**src/rtl/i2s_dac_tx_if.sv**
```systemverilog
// Sample-pair source to I2S transmitter bundle: audio samples in, DAC pins out.
// master = note generator / sample source side, slave = transmitter side.
interface i2s_dac_tx_if;
  logic [15:0] audio_left;
  logic [15:0] audio_right;
  logic        enable_sound;
  logic        mclk;
  logic        sck;
  logic        lrck;
  logic        sdin;
  logic        sample_strobe;

  modport master (
    output audio_left, audio_right, enable_sound,
    input  mclk, sck, lrck, sdin, sample_strobe
  );

  modport slave (
    input  audio_left, audio_right, enable_sound,
    output mclk, sck, lrck, sdin, sample_strobe
  );
endinterface

```
**src/rtl/i2s_dac_tx.sv**
```systemverilog
// I2S stereo DAC transmitter: 512-clk frames of 32 x 16-clk slots, one-bit I2S
// delay, samples captured only at frame start.
module i2s_dac_tx (
  input  logic         clk,
  input  logic         rst_n,
  i2s_dac_tx_if.slave  bus
);

  logic [8:0]  r_cnt;
  logic [31:0] r_shift;
  logic        r_sdin;
  logic        r_strobe;

  logic        w_frame_start;
  logic        w_slot_end;

  // Both decodes look at the current count; the action lands on the edge that
  // moves the counter to 0 (frame) or to the next multiple of 16 (slot).
  assign w_frame_start = (r_cnt == 9'd511);
  assign w_slot_end    = (r_cnt[3:0] == 4'hF);

  always_ff @(posedge clk or negedge rst_n) begin
    if (!rst_n) begin
      r_cnt    <= '0;
      r_shift  <= '0;
      r_sdin   <= 1'b0;
      r_strobe <= 1'b0;
    end else begin
      r_cnt    <= r_cnt + 9'd1;
      r_strobe <= w_frame_start;
      if (w_frame_start) begin
        // Last bit left in the register is the previous frame's right LSB.
        r_sdin  <= r_shift[31];
        r_shift <= bus.enable_sound ? {bus.audio_left, bus.audio_right} : 32'd0;
      end else if (w_slot_end) begin
        r_sdin  <= r_shift[31];
        r_shift <= {r_shift[30:0], 1'b0};
      end
    end
  end

  assign bus.mclk          = r_cnt[1];
  assign bus.sck           = r_cnt[3];
  assign bus.lrck          = r_cnt[8];
  assign bus.sdin          = r_sdin;
  assign bus.sample_strobe = r_strobe;

endmodule
```
**src/flat_wrapper.sv**
```systemverilog
// flat-port wrapper written by rule: the top's interface ports become plain ports
module i2s_dac_tx_flat 
  (clk, rst_n, bus_audio_left, bus_audio_right, bus_enable_sound, bus_mclk, bus_sck, bus_lrck, bus_sdin, bus_sample_strobe);
  i2s_dac_tx_if bus_i ();
  input  logic clk;
  input  logic rst_n;
  input wire logic [$bits(bus_i.audio_left)-1:0] bus_audio_left;
  input wire logic [$bits(bus_i.audio_right)-1:0] bus_audio_right;
  input wire logic [$bits(bus_i.enable_sound)-1:0] bus_enable_sound;
  output wire logic [$bits(bus_i.mclk)-1:0] bus_mclk;
  output wire logic [$bits(bus_i.sck)-1:0] bus_sck;
  output wire logic [$bits(bus_i.lrck)-1:0] bus_lrck;
  output wire logic [$bits(bus_i.sdin)-1:0] bus_sdin;
  output wire logic [$bits(bus_i.sample_strobe)-1:0] bus_sample_strobe;
  assign bus_i.audio_left = bus_audio_left;
  assign bus_i.audio_right = bus_audio_right;
  assign bus_i.enable_sound = bus_enable_sound;
  assign bus_mclk = bus_i.mclk;
  assign bus_sck = bus_i.sck;
  assign bus_lrck = bus_i.lrck;
  assign bus_sdin = bus_i.sdin;
  assign bus_sample_strobe = bus_i.sample_strobe;
  i2s_dac_tx u_core (.clk(clk), .rst_n(rst_n), .bus(bus_i));
endmodule
```
**config.mk**
```make
export PLATFORM = sky130hd
export DESIGN_NAME = i2s_dac_tx_flat
export DESIGN_NICKNAME = d
export VERILOG_FILES = /design/src/rtl/i2s_dac_tx_if.sv /design/src/rtl/i2s_dac_tx.sv /design/src/flat_wrapper.sv
export SDC_FILE = /design/constraint.sdc
export NUM_CORES = 1
export LEC_CHECK = 0
export CAP_MARGIN = 25
export CORE_UTILIZATION = 57
export CTS_BUF_LIST = sky130_fd_sc_hd__clkbuf_4
export DETAILED_ROUTE_END_ITERATION = 10
export GPL_TIMING_DRIVEN = 0
export MAX_ROUTING_LAYER = met4
export PLACE_DENSITY_LB_ADDON = 0.25
export SLEW_MARGIN = 10
export SYNTH_ARGS = -nofsm -noshare
export SYNTH_HDL_FRONTEND = slang
export SYNTH_SLANG_ARGS = --single-unit
```
**constraint.sdc**
```tcl
create_clock -name clk -period 5.4 [get_ports clk]
set_clock_uncertainty 0.15 [all_clocks]
set_input_delay 0.81 -clock clk [delete_from_list [all_inputs] [get_ports clk]]
set_output_delay 0.81 -clock clk [all_outputs]
set_load 0.05 [all_outputs]
```
==> qor.csv <==
stage;metric;value;unit
power;internal power;0.398;mW
timing;slew margin rel.;63.0;%
global_route;global route overflow;0;
synth;Netlist Area Pre-Place;2000;sq um
timing;Final Cycle Share;48.9;%
final_layout;ANT cells;0;
route;Routed Antenna Nets;0;
synth;synth warn;0;
die;Core Rows;21;
clock_network;CTS Buf Count;5;
clock_network;Post-CTS Hold Buffers;0;
synth;Post-synth top cells;dfrtp_1, nand2_1, nor2b_1, a21oi_1, o21ai_1;
power;Pwr Density;200;nW/um^2
route;DR pass1 iterations;4;
power;Logic pwr share;6.6;%
run_status;status;finished clean;
timing;Setup Viol. Count Final;0;
synth;Synth area leader;dfrtp_1;
worst_setup_path;CP Buf/Inv Count;1;
route;routed vias;1550;
synth;most common cell in the synthesized netlist;dfrtp_1;
route;vias per cell;5.17;
job;max-cap violation count;0;
timing;Slew Limit Fails;0;
timing;RSZ-0062 raised after global routing;false;
synth;Yosys reg bits;43;
worst_setup_path;CP Cell Sequence;clkdlybuf4s50_1;
power;P_leak;1.18;nW
final_layout;storage element area;1080;sq um
synth;Cells after Synth;206;
synth;number of distinct library cells after synthesis;22;
clock_network;CTS H-tree lvls;2;
route;drt initial violations;72;
global_route;first-pass GRT wire length;6180;microns
placed_design;hpwl dp;2710;microns
power;Clk pwr share;29.7;%
power;Net Sw Power;0.107;mW
power;Peak VDD IR;0.196;mV
clock_network;Root Driver;clkbuf_4;
global_route;Total GRT Usage;23.7;%
clock_network;CTS resizes;0;
final_layout;filler cell count in the final layout;253;
synth;Post-synth EDFFs;0;
final_layout;Layout area overhead;26.2;%
worst_setup_path;Worst path max stage delay;0.85;ns
clock_network;CTS max path bufs;2;
final_layout;share of cells above drive strength 1;8.66;%
global_route;vias in the first global route;1437;
worst_setup_path;WP data required;4.44;ns
worst_setup_path;R2R depth;8;
die;Initial Util;59.9;%
timing;Fin Setup TNS;0;ns
global_route;pin count of the biggest net entering global routing;24;
worst_setup_path;Arr. time, crit path;1.68;ns
power;Seq pwr share;63.7;%
route;Residual DRC;0;
route;final wirelength;3780;microns
die;Core ar.;3340;sq um
worst_setup_path;kind of cell adding the most delay to the critical path;buffers and inverters;
global_route;initial antenna violation count;0;
clock_network;clock sinks;43;
clock_network;post-CTS setup buffers;0;
worst_setup_path;critical path class;flop to output port;
timing;WHS;0.286;ns
synth;Most used DFF post-synth;dfrtp_1;
clock_network;Reg clk slew, reported paths;0.11;ns
placed_design;Port-buffer cells;39;
worst_setup_path;Worst setup EP type;output port;
timing;Worst Tran Pin Value;0.555;ns
route;post-DR wirelength/cell;12.6;microns
worst_setup_path;CP Launch Type;flop;
clock_network;CTS tree;built;
worst_setup_path;Crit-path slowest cell;clkdlybuf4s50_1;
clock_network;Clk Latency, worst-skew pair;0.34;ns
synth;Seq/Total Area, Yosys;53.8;%
die;die area;3750;sq um
worst_hold_path;HP Class;input port to async pin;
synth;Yosys top cell area share;53.8;%
synth;asr flop ratio synth;100;%
synth;Syn Nets;244;
die;die height;61.2;microns
timing;Peak Freq;379;MHz
die;I/O pin cnt;40;
timing;fin crit period;2.64;ns
final_layout;Nets;291;
final_layout;multi-input logic area;817;sq um
synth;Area contributors post-synth;dfrtp_1, nor2b_1, a21oi_1;
worst_setup_path;crit-path max FO;5;
timing;Fin. Hold Viols;0;
worst_setup_path;WP depth;1;
die;chip width;61.2;microns
power;switching part of the total;21.1;%
synth;Synth Area per Inst;9.71;sq um
placed_design;RD Place Congestion;0.731;
==> power by group through the flow <==
stage	combinational [mW]	sequential, mW	clock [mW]
CTS	0.0339	0.322	0.155
detailed placement	0.0338	0.328	0
global placement	0.0318	0.328	0
finish	0.0333	0.322	0.150
global route	0.0364	0.322	0.166
floorplan	0.000297	0.328	0
==> worst register-to-register path: cells and delay by family (launching register included) <==
| family | cells | cell delay (ns) |
|---|---|---|
| buffers and inverters | 1 | 0.39 |
| adder cells (fa/ha/maj) | 2 | 0.59 |
| AO/OA/AOI/OAI | 2 | 0.21 |
| flip-flops | 1 | 0.41 |
| AND/OR/NAND/NOR | 3 | 0.59 |
==> cell type report <==
cell class                      count  share of cell area, %
Multi-Input combinational cell    148                   32.4
Timing Repair Buffer               40                   16.4
Inverter                            3                  0.446
Buffer                             12                   3.77
Clock inverter                      2                  0.298
Clock buffer                        6                   1.79
Sequential cell                    43                   42.7
Tap cell                           46                   2.28
==> through the flow <==
| stage | instance area (sq um) | instances | setup WS [ns] | total power, mW | util (%) |
|---|---|---|---|---|---|
| after detailed placement | 2470 | 292 | 3.00 | 0.362 | 74.0 |
| final | 2520 | 300 | 2.76 | 0.505 | 75.6 |
| after floorplan | 2000 | 206 | 2.97 | 0.328 | - |
| after global routing | 2520 | 300 | 2.70 | 0.524 | 75.6 |
| after global placement | 2450 | 291 | 2.28 | 0.360 | 73.3 |
| after CTS | 2520 | 300 | 2.74 | 0.511 | 75.6 |
==> layout by cell type (no fill, tap or decap), drive strengths merged, types with 2 or more instances in the layout <==
master / n
a21oi: 30
a31oi: 2
buf: 12
clkbuf: 8
clkdlybuf4s50: 38
clkinv: 2
dfrtp: 43
ha: 3
inv: 3
nand2: 33
nand3: 4
nor2: 3
nor2b: 31
o21ai: 32
xnor2: 3
xor2: 3
==> sequential cells by signal (all words and copies together) (netlist names) <==
register,flops
u_core.r_cnt,9
u_core.bus.sdin,1
u_core.r_shift,32
u_core.bus.sample_strobe,1
==> metal layers <==
| metal | GRT usage [%] | routed length [microns] |
|---|---|---|
| met5 | - | 0 |
| met2 | 38.5 | 1790 |
| met1 | 29.3 | 1800 |
| met4 | 9.74 | 56 |
| met3 | 4.41 | 139 |
==> path summary, 6_finish.rpt <==
kind / start / endpoint / slack [ns]
hold reg to reg: u_core.r_cnt[6] / u_core.r_cnt[6] / 0.33
setup / recovery: u_core.r_cnt[3] / bus_sck / 2.76
min in group clk: u_core.r_cnt[6] / u_core.r_cnt[6] / 0.33
hold / removal: rst_n / u_core.r_shift[21] / 0.29
max in group asynchronous: rst_n / u_core.r_shift[27] / 4.32
setup reg to reg: u_core.r_cnt[0] / u_core.r_shift[28] / 2.98
==> cell families (layout without fill, tap and decap cells) <==
logic type,after synthesis,in the layout,synth area share (%)
compound gates,64,64,17.3
xor+xnor,6,6,2.63
fa+ha+maj,3,3,1.88
buf+inv,15,63,5.32
flops,43,43,53.8
mux,1,1,0.751
simple gates,74,74,18.3
(Power assumes the default switching activity.)
